File: src/rtl/pc_unit_if.sv
// Fetch-PC control/status bundle between the pipeline control logic (master)
// and the program-counter unit (slave).
interface pc_unit_if #(
  parameter int unsigned XLEN = 32
);
  logic            stall;
  logic            redirect_valid;
  logic [XLEN-1:0] redirect_target;
  logic            trap;
  logic [XLEN-1:0] pc;
  logic [XLEN-1:0] pcplus4;
  logic            flush;
  logic            misalign;
  logic            pending;

  modport master (
    output stall, redirect_valid, redirect_target, trap,
    input  pc, pcplus4, flush, misalign, pending
  );

  modport slave (
    input  stall, redirect_valid, redirect_target, trap,
    output pc, pcplus4, flush, misalign, pending
  );
endinterface

File: src/rtl/pc_unit.sv
// Registered fetch program counter: sequential advance by STEP, stall,
// redirects buffered across stalls, trap entry and misaligned-target rejection.
module pc_unit #(
  parameter int unsigned    XLEN         = 32,
  parameter int unsigned    STEP         = 4,
  parameter logic [XLEN-1:0] ALIGN_MASK   = 'h3,
  parameter logic [XLEN-1:0] RESET_VECTOR = '0,
  parameter logic [XLEN-1:0] TRAP_VECTOR  = 'h100
) (
  input logic       clk,
  input logic       rst,
  pc_unit_if.slave  bus
);

  logic [XLEN-1:0] pc_q, pc_d;
  logic [XLEN-1:0] pend_target_q, pend_target_d;
  logic            pending_q, pending_d;
  logic            flush_q, flush_d;
  logic            misalign_q, misalign_d;
  logic [XLEN-1:0] pc_next_seq;
  logic            target_misaligned;

  // Sequential successor; wraps silently modulo 2^XLEN.
  assign pc_next_seq       = pc_q + XLEN'(STEP);
  assign target_misaligned = (bus.redirect_target & ALIGN_MASK) != '0;

  // Next-state selection, first matching rule wins.
  always_comb begin
    pc_d          = pc_q;
    pend_target_d = pend_target_q;
    pending_d     = pending_q;
    flush_d       = 1'b0;
    misalign_d    = 1'b0;
    if (bus.trap) begin
      pc_d      = TRAP_VECTOR;
      flush_d   = 1'b1;
      pending_d = 1'b0;
    end else if (bus.redirect_valid && target_misaligned) begin
      // Bad target is rejected even when stalled and kills any buffered redirect.
      pc_d       = TRAP_VECTOR;
      flush_d    = 1'b1;
      misalign_d = 1'b1;
      pending_d  = 1'b0;
    end else if (bus.redirect_valid && !bus.stall) begin
      pc_d      = bus.redirect_target;
      flush_d   = 1'b1;
      pending_d = 1'b0;
    end else if (bus.redirect_valid) begin
      // Newest redirect wins over an older buffered one.
      pend_target_d = bus.redirect_target;
      pending_d     = 1'b1;
    end else if (pending_q && !bus.stall) begin
      pc_d      = pend_target_q;
      pending_d = 1'b0;
      flush_d   = 1'b1;
    end else if (!bus.stall) begin
      pc_d = pc_next_seq;
    end
  end

  // State registers; reset discards any buffered redirect.
  always_ff @(posedge clk or posedge rst) begin
    if (rst) begin
      pc_q          <= RESET_VECTOR;
      pend_target_q <= '0;
      pending_q     <= 1'b0;
      flush_q       <= 1'b0;
      misalign_q    <= 1'b0;
    end else begin
      pc_q          <= pc_d;
      pend_target_q <= pend_target_d;
      pending_q     <= pending_d;
      flush_q       <= flush_d;
      misalign_q    <= misalign_d;
    end
  end

  assign bus.pc       = pc_q;
  assign bus.pcplus4  = pc_next_seq;
  assign bus.flush    = flush_q;
  assign bus.misalign = misalign_q;
  assign bus.pending  = pending_q;

endmodule
File: src/flat_wrapper.sv
// flat-port wrapper written by rule: the top's interface ports become plain ports
module pc_unit_flat 
#(
  parameter int unsigned    XLEN         = 32,
  parameter int unsigned    STEP         = 4,
  parameter logic [XLEN-1:0] ALIGN_MASK   = 'h3,
  parameter logic [XLEN-1:0] RESET_VECTOR = '0,
  parameter logic [XLEN-1:0] TRAP_VECTOR  = 'h100
)
  (clk, rst, bus_stall, bus_redirect_valid, bus_redirect_target, bus_trap, bus_pc, bus_pcplus4, bus_flush, bus_misalign, bus_pending);
  pc_unit_if #(.XLEN(XLEN)) bus_i ();
  input logic clk;
  input logic rst;
  input wire logic [$bits(bus_i.stall)-1:0] bus_stall;
  input wire logic [$bits(bus_i.redirect_valid)-1:0] bus_redirect_valid;
  input wire logic [$bits(bus_i.redirect_target)-1:0] bus_redirect_target;
  input wire logic [$bits(bus_i.trap)-1:0] bus_trap;
  output wire logic [$bits(bus_i.pc)-1:0] bus_pc;
  output wire logic [$bits(bus_i.pcplus4)-1:0] bus_pcplus4;
  output wire logic [$bits(bus_i.flush)-1:0] bus_flush;
  output wire logic [$bits(bus_i.misalign)-1:0] bus_misalign;
  output wire logic [$bits(bus_i.pending)-1:0] bus_pending;
  assign bus_i.stall = bus_stall;
  assign bus_i.redirect_valid = bus_redirect_valid;
  assign bus_i.redirect_target = bus_redirect_target;
  assign bus_i.trap = bus_trap;
  assign bus_pc = bus_i.pc;
  assign bus_pcplus4 = bus_i.pcplus4;
  assign bus_flush = bus_i.flush;
  assign bus_misalign = bus_i.misalign;
  assign bus_pending = bus_i.pending;
  pc_unit #(.XLEN(XLEN), .STEP(STEP), .ALIGN_MASK(ALIGN_MASK), .RESET_VECTOR(RESET_VECTOR), .TRAP_VECTOR(TRAP_VECTOR)) u_core (.clk(clk), .rst(rst), .bus(bus_i));
endmodule
File: config.mk
export PLATFORM = sky130hd
export DESIGN_NAME = pc_unit_flat
export DESIGN_NICKNAME = d
export VERILOG_FILES = /design/src/rtl/pc_unit_if.sv /design/src/rtl/pc_unit.sv /design/src/flat_wrapper.sv
export SDC_FILE = /design/constraint.sdc
export NUM_CORES = 1
export LEC_CHECK = 0
export CORE_MARGIN = 2
export CORE_UTILIZATION = 31
export CTS_CLUSTER_SIZE = 28
export DETAILED_ROUTE_END_ITERATION = 10
export HOLD_SLACK_MARGIN = 0.06
export PLACE_DENSITY_LB_ADDON = 0.3
export SETUP_SLACK_MARGIN = 0.3
export SKIP_LAST_GASP = 1
export SYNTH_ARGS = -nofsm -noshare
export SYNTH_HDL_FRONTEND = slang
export SYNTH_SLANG_ARGS = --single-unit
File: constraint.sdc
create_clock -name clk -period 6.1 [get_ports clk]
set_clock_uncertainty 0.05 [all_clocks]
set_input_delay 0.61 -clock clk [delete_from_list [all_inputs] [get_ports clk]]
set_output_delay 0.61 -clock clk [all_outputs]
set_load 0.03 [all_outputs]
Yosys cells after proc, flatten, opt, wreduce, memory -nomap -nowiden:

Cells that the tools add are included.

* add/subtract/negate cells: 1
* eq/ne operators: 2
* mux-type cells: 18
* bitwise operators: 3
* reductions and logical operators: 8

Operators by type and width (count)
* 32-bit 2-to-1 mux: 6
* 32-bit by 3-bit adder with 32-bit output (second input constant): 1
* 32-bit nonzero test: 1
* 1-bit 2-to-1 mux: 12
* 5-bit by 1-bit inequality test with 1-bit output (second input constant): 1
* 5-bit nonzero test: 1
* 4-bit by 1-bit inequality test with 1-bit output (second input constant): 1
* 4-bit AND reduction: 1
* 1-bit logical AND: 3
* 1-bit NOT: 3
* 2-bit AND reduction: 1
* 1-bit logical NOT: 1

* flip-flop bits (word level): 67
* input bits: 37
* word-level logic and storage cells: 37

Depth between registers and ports, before layout:

Gate-level depths: netlist (run 1).

* depth in word-level cells: 7
* gate-level depth with buffers: 8

Worst setup path before layout (run 1):

No wires, ideal clock.

* path type: register to output
* from: register u_core.pc_q[6], in the netlist u_core.bus.pc[6]
* to: output bus_pcplus4[29]
* arrival: 2.474 ns
* data required time: 5.440 ns
* setup slack: 2.966 ns
* cell stages (with the launch flop): 5
* buffers on the path: 0
* cells stage by stage: dfrtp_1 nand4_4 or4_4 or4_4 xnor2_1

* longest elaborated chain between the ends: 1

Ends and longest elaborated chain
* start: declaration: line pc_unit.sv:15 `logic [XLEN-1:0] pc_q, pc_d;`
* start signal: assignment: line pc_unit.sv:70 `pc_q <= pc_d;`
* 32-bit by 3-bit adder with 32-bit output: line pc_unit.sv:24 `assign pc_next_seq = pc_q + XLEN'(STEP);`
* end: declaration: line flat_wrapper.sv:19 `output wire logic [$bits(bus_i.pcplus4)-1:0] bus_pcplus4;`

Every way passes these cells.

Worst setup path after layout (run 1):

* from: register u_core.pc_q[4], in the netlist u_core.bus.pc[4]
* to: output bus_pcplus4[31]

The elaborated chain is that of the path after synthesis.

==> run_summary.xml, run 1 <==
<?xml version="1.0" encoding="UTF-8"?>
<metrics>
  <group name="cts">
    <metric name="max_root_sink_buffers" unit="">2</metric>
    <metric name="clock_latency" unit="ns">0.34</metric>
    <metric name="tritoncts" unit="">built</metric>
    <metric name="cts-root-buf" unit="">sky130_fd_sc_hd__clkbuf_16</metric>
    <metric name="cts_sinks" unit="">67</metric>
    <metric name="cts_buffers" unit="">9</metric>
    <metric name="cts_hold_buf" unit="">0</metric>
    <metric name="cts_setup_buffers" unit="">0</metric>
    <metric name="cts.htree.levels" unit="">3</metric>
    <metric name="cts.reportedPaths.clkPinSlew" unit="ns">0.06</metric>
    <metric name="cts_repair_resize_count" unit="">0</metric>
  </group>
  <group name="sta">
    <metric name="post-route-min-period" unit="ns">3.885</metric>
    <metric name="timing.final.hold_violations" unit="">0</metric>
    <metric name="slew_violations" unit="">0</metric>
    <metric name="fin_crit_sh" unit="%">63.68</metric>
    <metric name="report.final.setup_viol" unit="">0</metric>
    <metric name="worstMarginPinSlew" unit="ns">1.020</metric>
    <metric name="timing.setup.tns" unit="ns">0</metric>
    <metric name="maxClockFrequency" unit="MHz">257.4</metric>
    <metric name="slew_headroom" unit="%">31.36</metric>
    <metric name="grt_setup_unrepaired" unit="">false</metric>
  </group>
  <group name="route">
    <metric name="wire_length_after_detailed_routing" unit="um">12380</metric>
    <metric name="ant_nets" unit="">0</metric>
    <metric name="via_count" unit="">3703</metric>
    <metric name="vias_per_cell" unit="">5.422</metric>
    <metric name="detail_routed_net_length_per_standard_cell" unit="um">18.12</metric>
    <metric name="drtPass1Iterations" unit="">5</metric>
    <metric name="drcViolationCount" unit="">0</metric>
    <metric name="first_iter_violations" unit="">276</metric>
  </group>
  <group name="cells_and_area">
    <metric name="diodes" unit="">0</metric>
    <metric name="final_core_util" unit="%">43.67</metric>
    <metric name="post_route_cells_drive_above_1_share" unit="%">13.89</metric>
    <metric name="nFillCells" unit="">1250</metric>
    <metric name="final_nets" unit="">545</metric>
    <metric name="layout-area-overhead-vs-synth" unit="%">38.22</metric>
  </group>
  <group name="logic_synthesis">
    <metric name="synth.lib_cells_used.distinct" unit="">53</metric>
    <metric name="yosysWarningCount" unit="">0</metric>
    <metric name="synthesis.instances" unit="">413</metric>
    <metric name="ys.flop_type" unit="">sky130_fd_sc_hd__dfrtp_1</metric>
    <metric name="postSynthNetCount" unit="">452</metric>
    <metric name="asyncSetResetFlopFracSynth" unit="%">100.0</metric>
    <metric name="seq_area_frac_synth" unit="%">42.39</metric>
    <metric name="postSynthRegisterBits" unit="">67</metric>
    <metric name="number_of_enable_flip_flop_cells_after_synthesis" unit="">0</metric>
    <metric name="post_synth_instance_area" unit="mm2">0.003955</metric>
    <metric name="avgSynthCellArea" unit="um2">9.576</metric>
  </group>
  <group name="die">
    <metric name="effective_utilization_at_floorplan" unit="%">31.60</metric>
    <metric name="die_h" unit="um">117.0</metric>
    <metric name="floorplan.die_area" unit="mm2">0.01368</metric>
    <metric name="fp.dieW" unit="um">117.0</metric>
    <metric name="core" unit="mm2">0.01252</metric>
    <metric name="std_cell_rows" unit="">41</metric>
    <metric name="io_pins" unit="">104</metric>
  </group>
  <group name="pwr">
    <metric name="fin_total_pwr" unit="mW">1.358</metric>
    <metric name="power.ir.vdd_worst" unit="uV">151.5</metric>
    <metric name="power.share.clock" unit="%">44.2</metric>
    <metric name="combPwrFrac" unit="%">16.2</metric>
    <metric name="portion_of_total_power_attributed_to_sequential_cells" unit="%">39.6</metric>
    <metric name="static-leakage-power" unit="nW">2.161</metric>
    <metric name="total_switching_power" unit="uW">352.9</metric>
    <metric name="power.density" unit="mW/mm2">248.4</metric>
    <metric name="switch_share" unit="%">25.99</metric>
    <metric name="internal_power" unit="mW">1.005</metric>
  </group>
  <group name="grt">
    <metric name="grt_max_degree" unit="">68</metric>
    <metric name="global_route.usage.total" unit="%">18.61</metric>
    <metric name="grt_antenna_before_repair" unit="">0</metric>
    <metric name="wire_length_of_the_first_global_routing_pass" unit="um">19360</metric>
    <metric name="grt_overflow_total" unit="">0</metric>
    <metric name="first_global_vias" unit="">3576</metric>
  </group>
  <group name="setup_path">
    <metric name="crit_slowest_cell" unit="">sky130_fd_sc_hd__nor4_1</metric>
    <metric name="critical_path_cell_list" unit="">nand3_1, nor4_1, and4_1, xor2_1, clkdlybuf4s50_1</metric>
    <metric name="worstPathArrival" unit="ns">3.22</metric>
    <metric name="cp-start-kind" unit="">flip-flop</metric>
    <metric name="cp.required" unit="ns">5.44</metric>
    <metric name="slowest_delay" unit="ns">0.90</metric>
    <metric name="r2r-start" unit="">u_core.bus.pc[4]$_DFFE_PP0P_</metric>
    <metric name="worst-r2r-setup-slack" unit="ns">3.47</metric>
    <metric name="timing_worst_setup_path_type" unit="">flip-flop to output port</metric>
    <metric name="worstRegToRegCells" unit="">5</metric>
    <metric name="critical_path_peak_fanout" unit="">11</metric>
    <metric name="critical_path.reg2reg.endpoint" unit="">u_core.bus.pc[31]$_DFFE_PP0P_</metric>
    <metric name="cp-end-kind" unit="">output port</metric>
  </group>
  <group name="placement">
    <metric name="io_buffer_count" unit="">103</metric>
    <metric name="dp.final_hpwl" unit="um">8760</metric>
    <metric name="routabilityCongestion" unit="">0.8454</metric>
  </group>
  <group name="hold_path">
    <metric name="worst_min_path_class" unit="">flip-flop to flip-flop</metric>
    <metric name="hold_path_depth" unit="">1</metric>
    <metric name="hold_wc_startpoint" unit="">u_core.pend_target_q[1]$_DFFE_PP0P_</metric>
    <metric name="worstHoldEndpoint" unit="">u_core.pend_target_q[1]$_DFFE_PP0P_</metric>
  </group>
  <group name="run_status">
    <metric name="run_status" unit="">completed</metric>
  </group>
  <group name="run">
    <metric name="maxCapViolations" unit="">0</metric>
  </group>
</metrics>
-- power by group through the flow --
stage,Sequential (mW),Clock (mW),Combinational (mW)
after floorplan,0.547,0,0.126
after global placement,0.542,0,0.216
after detailed placement,0.545,0,0.221
after CTS,0.537,0.610,0.222
after global routing,0.544,0.626,0.239
final,0.538,0.600,0.220
-- layout make-up --
class	instances	area (um2)	area share (%)
clock inverter	7	116.4	2.129
tap	172	215.2	3.937
sequential	67	1677	30.67
multi-input combinational	305	2108	38.57
inverter	15	56.30	1.030
clock buffer	9	225.2	4.120
timing repair buffer	108	1069	19.55
-- layer usage --
layer | wire length [um] | share of wire (%) | vias up | track usage (%)
li1 | - | - | 1728 | -
met1 | 5610 | 45 | 1820 | 26.24
met2 | 5836 | 47 | 140 | 28.98
met3 | 696 | 5.6 | 15 | 2.678
met4 | 233 | 1.9 | 0 | 7.294
met5 | 0 | 0 | - | 0
-- cells in the mapped netlist, types with 7 or more instances --
| master | number | area, um2 |
|---|---|---|
| sky130_fd_sc_hd__mux2_2 | 30 | 337.8 |
| sky130_fd_sc_hd__buf_2 | 7 | 35.03 |
| sky130_fd_sc_hd__dfrtp_1 | 67 | 1677 |
| sky130_fd_sc_hd__nor2_1 | 29 | 108.9 |
| sky130_fd_sc_hd__a21oi_1 | 18 | 90.09 |
| sky130_fd_sc_hd__o21ai_0 | 23 | 115.1 |
| sky130_fd_sc_hd__clkbuf_1 | 16 | 60.06 |
| sky130_fd_sc_hd__nand3_1 | 15 | 75.07 |
| sky130_fd_sc_hd__nor3_1 | 17 | 85.08 |
| sky130_fd_sc_hd__o22ai_1 | 12 | 75.07 |
| sky130_fd_sc_hd__xnor2_1 | 20 | 175.2 |
| sky130_fd_sc_hd__inv_1 | 15 | 56.30 |
| sky130_fd_sc_hd__nand4_1 | 16 | 100.1 |
| sky130_fd_sc_hd__nand2_1 | 15 | 56.30 |
| sky130_fd_sc_hd__xor2_1 | 7 | 61.31 |
| sky130_fd_sc_hd__a22oi_1 | 7 | 52.55 |
-- how the worst max path moves through the flow --
stage | from | end | slack [ns] | depth (start not counted)
after CTS | u_core.bus.pc[4]$_DFFE_PP0P_ | bus_pcplus4[31] | 2.26 | 5
after global placement | bus_redirect_valid | u_core.pend_target_q[6]$_DFFE_PP0P_ | 2.37 | 7
after global routing | u_core.bus.pc[4]$_DFFE_PP0P_ | bus_pcplus4[31] | 2.10 | 5
after detailed placement | bus_redirect_valid | u_core.pend_target_q[9]$_DFFE_PP0P_ | 2.24 | 7
after floorplan | u_core.bus.pc[6]$_DFFE_PP0P_ | bus_pcplus4[29] | 2.97 | 4
final | u_core.bus.pc[4]$_DFFE_PP0P_ | bus_pcplus4[31] | 2.22 | 5
-- per-stage QoR --
stage / cells / hold slack, ns / setup WS (ns) / cell area (um2)
3_5_place_dp: 667 / 0.4258 / 2.245 / 5125
6_report: 683 / 0.4389 / 2.215 / 5466
5_1_grt: 683 / 0.4677 / 2.103 / 5466
2_1_floorplan: 413 / 0.4040 / 2.966 / 3955
3_3_place_gp: 667 / 0.4267 / 2.372 / 5125
4_1_cts: 683 / 0.4444 / 2.265 / 5466
-- layout by cell type, fill, tap and decap left out, types with 7 or more instances in the layout --
master,instances
sky130_fd_sc_hd__clkdlybuf4s50_1,103
sky130_fd_sc_hd__dfrtp_1,67
sky130_fd_sc_hd__mux2_2,30
sky130_fd_sc_hd__nor2_1,29
sky130_fd_sc_hd__o21ai_0,23
sky130_fd_sc_hd__xnor2_1,20
sky130_fd_sc_hd__a21oi_1,18
sky130_fd_sc_hd__nor3_1,17
sky130_fd_sc_hd__nand4_1,16
sky130_fd_sc_hd__nand2_1,15
sky130_fd_sc_hd__nand3_1,15
sky130_fd_sc_hd__inv_1,14
sky130_fd_sc_hd__o22ai_1,12
sky130_fd_sc_hd__clkbuf_16,9
sky130_fd_sc_hd__xor2_1,7
sky130_fd_sc_hd__a22oi_1,7
-- flip-flops by register name, summed over array words and instances (netlist names) --
register and count:
u_core.pend_target_q 32, u_core.bus.pending 1, u_core.bus.flush 1, u_core.bus.misalign 1
u_core.bus.pc 32
-- critical path, delay by kind of cell (launching register included) --
family / cells / cell delay, ns
flip-flops: 1 / 0.57
buffers and inverters: 1 / 0.68
XOR/XNOR: 1 / 0.15
AND/OR/NAND/NOR: 3 / 1.48
-- kinds of logic after synthesis --
kind of cell / Yosys count / synth area share (%)
xor gates and xnor gates: 27 / 5.979
AOI/OAI and AO/OA: 106 / 18.35
and+or+nand+nor: 137 / 19.04
adders and majority gates: 2 / 0.6326
muxes: 33 / 9.301
buffers and inverters: 41 / 4.302
DFF: 67 / 42.39
Note: power is estimated with default switching activity, not from simulation.
==> run 2, diff against run 1 <==
==> constraint.sdc (replaced) <==
create_clock -name clk -period 3.35 [get_ports clk]
set_clock_uncertainty 0.05 [all_clocks]
set_input_delay 0.335 -clock clk [delete_from_list [all_inputs] [get_ports clk]]
set_output_delay 0.335 -clock clk [all_outputs]
set_load 0.03 [all_outputs]
==> run_summary.xml, run 2 (synthesis results as in run 1) <==
<?xml version="1.0" encoding="UTF-8"?>
<metrics>
  <group name="pwr">
    <metric name="power.density" unit="mW/mm2">429.3</metric>
    <metric name="power.ir.vdd_worst" unit="uV">215.5</metric>
    <metric name="fin_total_pwr" unit="mW">2.393</metric>
    <metric name="static-leakage-power" unit="nW">2.359</metric>
  </group>
  <group name="cts">
    <metric name="cts_setup_buffers" unit="">0</metric>
    <metric name="max_root_sink_buffers" unit="">2</metric>
    <metric name="clock_latency" unit="ns">0.34</metric>
    <metric name="cts-root-buf" unit="">sky130_fd_sc_hd__clkbuf_16</metric>
    <metric name="cts.reportedPaths.clkPinSlew" unit="ns">0.05</metric>
    <metric name="cts_hold_buf" unit="">0</metric>
    <metric name="cts_buffers" unit="">9</metric>
    <metric name="tritoncts" unit="">built</metric>
    <metric name="cts_sinks" unit="">67</metric>
    <metric name="cts.htree.levels" unit="">3</metric>
  </group>
  <group name="route">
    <metric name="met3WireLength" unit="um">710</metric>
    <metric name="wl_met2" unit="um">6164</metric>
    <metric name="first_iter_violations" unit="">203</metric>
    <metric name="drcViolationCount" unit="">0</metric>
    <metric name="vias_per_cell" unit="">5.327</metric>
    <metric name="ant_nets" unit="">0</metric>
    <metric name="detail_routed_net_length_per_standard_cell" unit="um">18.31</metric>
    <metric name="via_count" unit="">3713</metric>
    <metric name="detail_route.wirelength.met1" unit="um">5586</metric>
    <metric name="routed.top_layer" unit="">met4</metric>
    <metric name="drtPass1Iterations" unit="">4</metric>
    <metric name="wire_length_after_detailed_routing" unit="um">12760</metric>
  </group>
  <group name="hold_path">
    <metric name="worst_min_path_class" unit="">input pin to asynchronous set/reset pin</metric>
  </group>
  <group name="die">
    <metric name="io_pins" unit="">104</metric>
    <metric name="fp.dieW" unit="um">117.0</metric>
    <metric name="die_h" unit="um">117.0</metric>
    <metric name="effective_utilization_at_floorplan" unit="%">31.60</metric>
    <metric name="std_cell_rows" unit="">41</metric>
    <metric name="core" unit="mm2">0.01252</metric>
    <metric name="floorplan.die_area" unit="mm2">0.01368</metric>
  </group>
  <group name="placement">
    <metric name="place_inst" unit="">681</metric>
    <metric name="place_worst_setup_slack" unit="ns">0.2618</metric>
    <metric name="routabilityCongestion" unit="">0.8527</metric>
    <metric name="dp.final_hpwl" unit="um">9243</metric>
    <metric name="placedInstanceArea" unit="mm2">0.005243</metric>
    <metric name="io_buffer_count" unit="">103</metric>
  </group>
  <group name="grt">
    <metric name="first_global_vias" unit="">3682</metric>
    <metric name="wire_length_of_the_first_global_routing_pass" unit="um">19680</metric>
    <metric name="grt_max_degree" unit="">40</metric>
    <metric name="grt_antenna_before_repair" unit="">0</metric>
    <metric name="global_route.usage.total" unit="%">18.92</metric>
    <metric name="grt_overflow_total" unit="">0</metric>
  </group>
  <group name="cells_and_area">
    <metric name="layout-area-overhead-vs-synth" unit="%">40.97</metric>
    <metric name="most-common-layout-cells" unit="">87 x sky130_fd_sc_hd__clkdlybuf4s50_1, 64 x sky130_fd_sc_hd__dfrtp_1, 30 x sky130_fd_sc_hd__mux2_2</metric>
    <metric name="fin_cells" unit="">697</metric>
    <metric name="diodes" unit="">0</metric>
    <metric name="post-route-cell-area" unit="mm2">0.005575</metric>
    <metric name="final_nets" unit="">559</metric>
    <metric name="leading_cell_type_in_the_layout_fill_and_taps_excluded" unit="">sky130_fd_sc_hd__clkdlybuf4s50_1</metric>
    <metric name="post_route_cells_drive_above_1_share" unit="%">17.52</metric>
    <metric name="final_core_util" unit="%">44.54</metric>
  </group>
  <group name="setup_path">
    <metric name="cp.required" unit="ns">2.96</metric>
    <metric name="slowest_delay" unit="ns">0.71</metric>
    <metric name="path_buf_inv" unit="">2</metric>
    <metric name="critical_path_peak_fanout" unit="">9</metric>
    <metric name="cp-start-kind" unit="">flip-flop</metric>
    <metric name="cp-end-kind" unit="">output port</metric>
    <metric name="critical_path.top_delay_family" unit="">buffers and inverters</metric>
    <metric name="timing_worst_setup_path_type" unit="">flip-flop to output port</metric>
    <metric name="critical_path_cell_list" unit="">nand4_4, nor4_1, buf_4, nand2_1, xnor2_1, clkdlybuf4s50_1</metric>
    <metric name="worstPathArrival" unit="ns">2.59</metric>
    <metric name="crit_slowest_cell" unit="">sky130_fd_sc_hd__clkdlybuf4s50_1</metric>
  </group>
  <group name="sta">
    <metric name="post-route-min-period" unit="ns">2.979</metric>
    <metric name="fin_crit_sh" unit="%">88.93</metric>
    <metric name="report.final.setup_viol" unit="">0</metric>
    <metric name="slew_violations" unit="">0</metric>
    <metric name="timing.final.hold_violations" unit="">0</metric>
    <metric name="timing.setup.tns" unit="ns">0</metric>
    <metric name="slew_headroom" unit="%">46.95</metric>
    <metric name="maxClockFrequency" unit="MHz">335.7</metric>
    <metric name="fin_hold_ws" unit="ns">0.4157</metric>
    <metric name="grt_setup_unrepaired" unit="">true</metric>
    <metric name="finalWorstSetupSlack" unit="ns">0.3708</metric>
    <metric name="worstMarginPinSlew" unit="ns">0.7945</metric>
  </group>
  <group name="run">
    <metric name="maxCapViolations" unit="">0</metric>
  </group>
  <group name="run_status">
    <metric name="run_status" unit="">completed</metric>
  </group>
</metrics>
## run 2: changes by cell type in the layout (fill, tap and decap cells not counted), sizes merged, moves of 2 or more
cell,change
buf,+14
clkbuf,+2
clkdlybuf4s50,-16
dlygate4sd2,+10
dlymetal6s2s,+5
## run 2: path summary, 6_finish.rpt
path / slack [ns] / to / cells past startpoint / from
max: 0.37 / bus_pcplus4[19] / 6 / u_core.bus.pc[8]$_DFFE_PP0P_
min: 0.42 / u_core.pend_target_q[26]$_DFFE_PP0P_ / 2 / rst
max reg2reg: 1.10 / u_core.bus.pc[27]$_DFFE_PP0P_ / 5 / u_core.bus.pc[8]$_DFFE_PP0P_
min reg2reg: 0.44 / u_core.pend_target_q[1]$_DFFE_PP0P_ / 1 / u_core.pend_target_q[1]$_DFFE_PP0P_
max in group asynchronous: 2.14 / u_core.bus.pc[7]$_DFFE_PP0P_ / 3 / rst
min in group clk: 0.44 / u_core.pend_target_q[1]$_DFFE_PP0P_ / 1 / u_core.pend_target_q[1]$_DFFE_PP0P_
## run 2: worst reg2reg max path, delay by kind of cell, from the launching register on
family,cells,cell delay (ns)
simple gates,3,1.22
flops,1,0.46
compound gates,2,0.41
## run 2: what timing repair did
action	CTS	global route
resized for setup	13	13
endpoints found under the setup margin	14	8
cloned	0	0
## run 2: layout make-up
type / instances / area, um2
Fill cell: 1224 / 6942
Multi-Input combinational cell: 305 / 2133
Sequential cell: 67 / 1680
Timing Repair Buffer: 122 / 1181
Clock buffer: 10 / 229.0
Tap cell: 172 / 215.2
Clock inverter: 6 / 80.08
Inverter: 15 / 56.30
## run 2: metal layers
metal	vias to the layer above	global-route usage [%]
met3	20	3.244
met4	0	7.843
met2	111	30.33
li1	1748	-
met1	1834	25.45
met5	-	0
## run 2: power breakdown
group / total, mW / internal [mW] / switching, mW
Clock: 1.00 / 0.646 / 0.355
Sequential: 0.971 / 0.907 / 0.0635
Combinational: 0.422 / 0.205 / 0.217
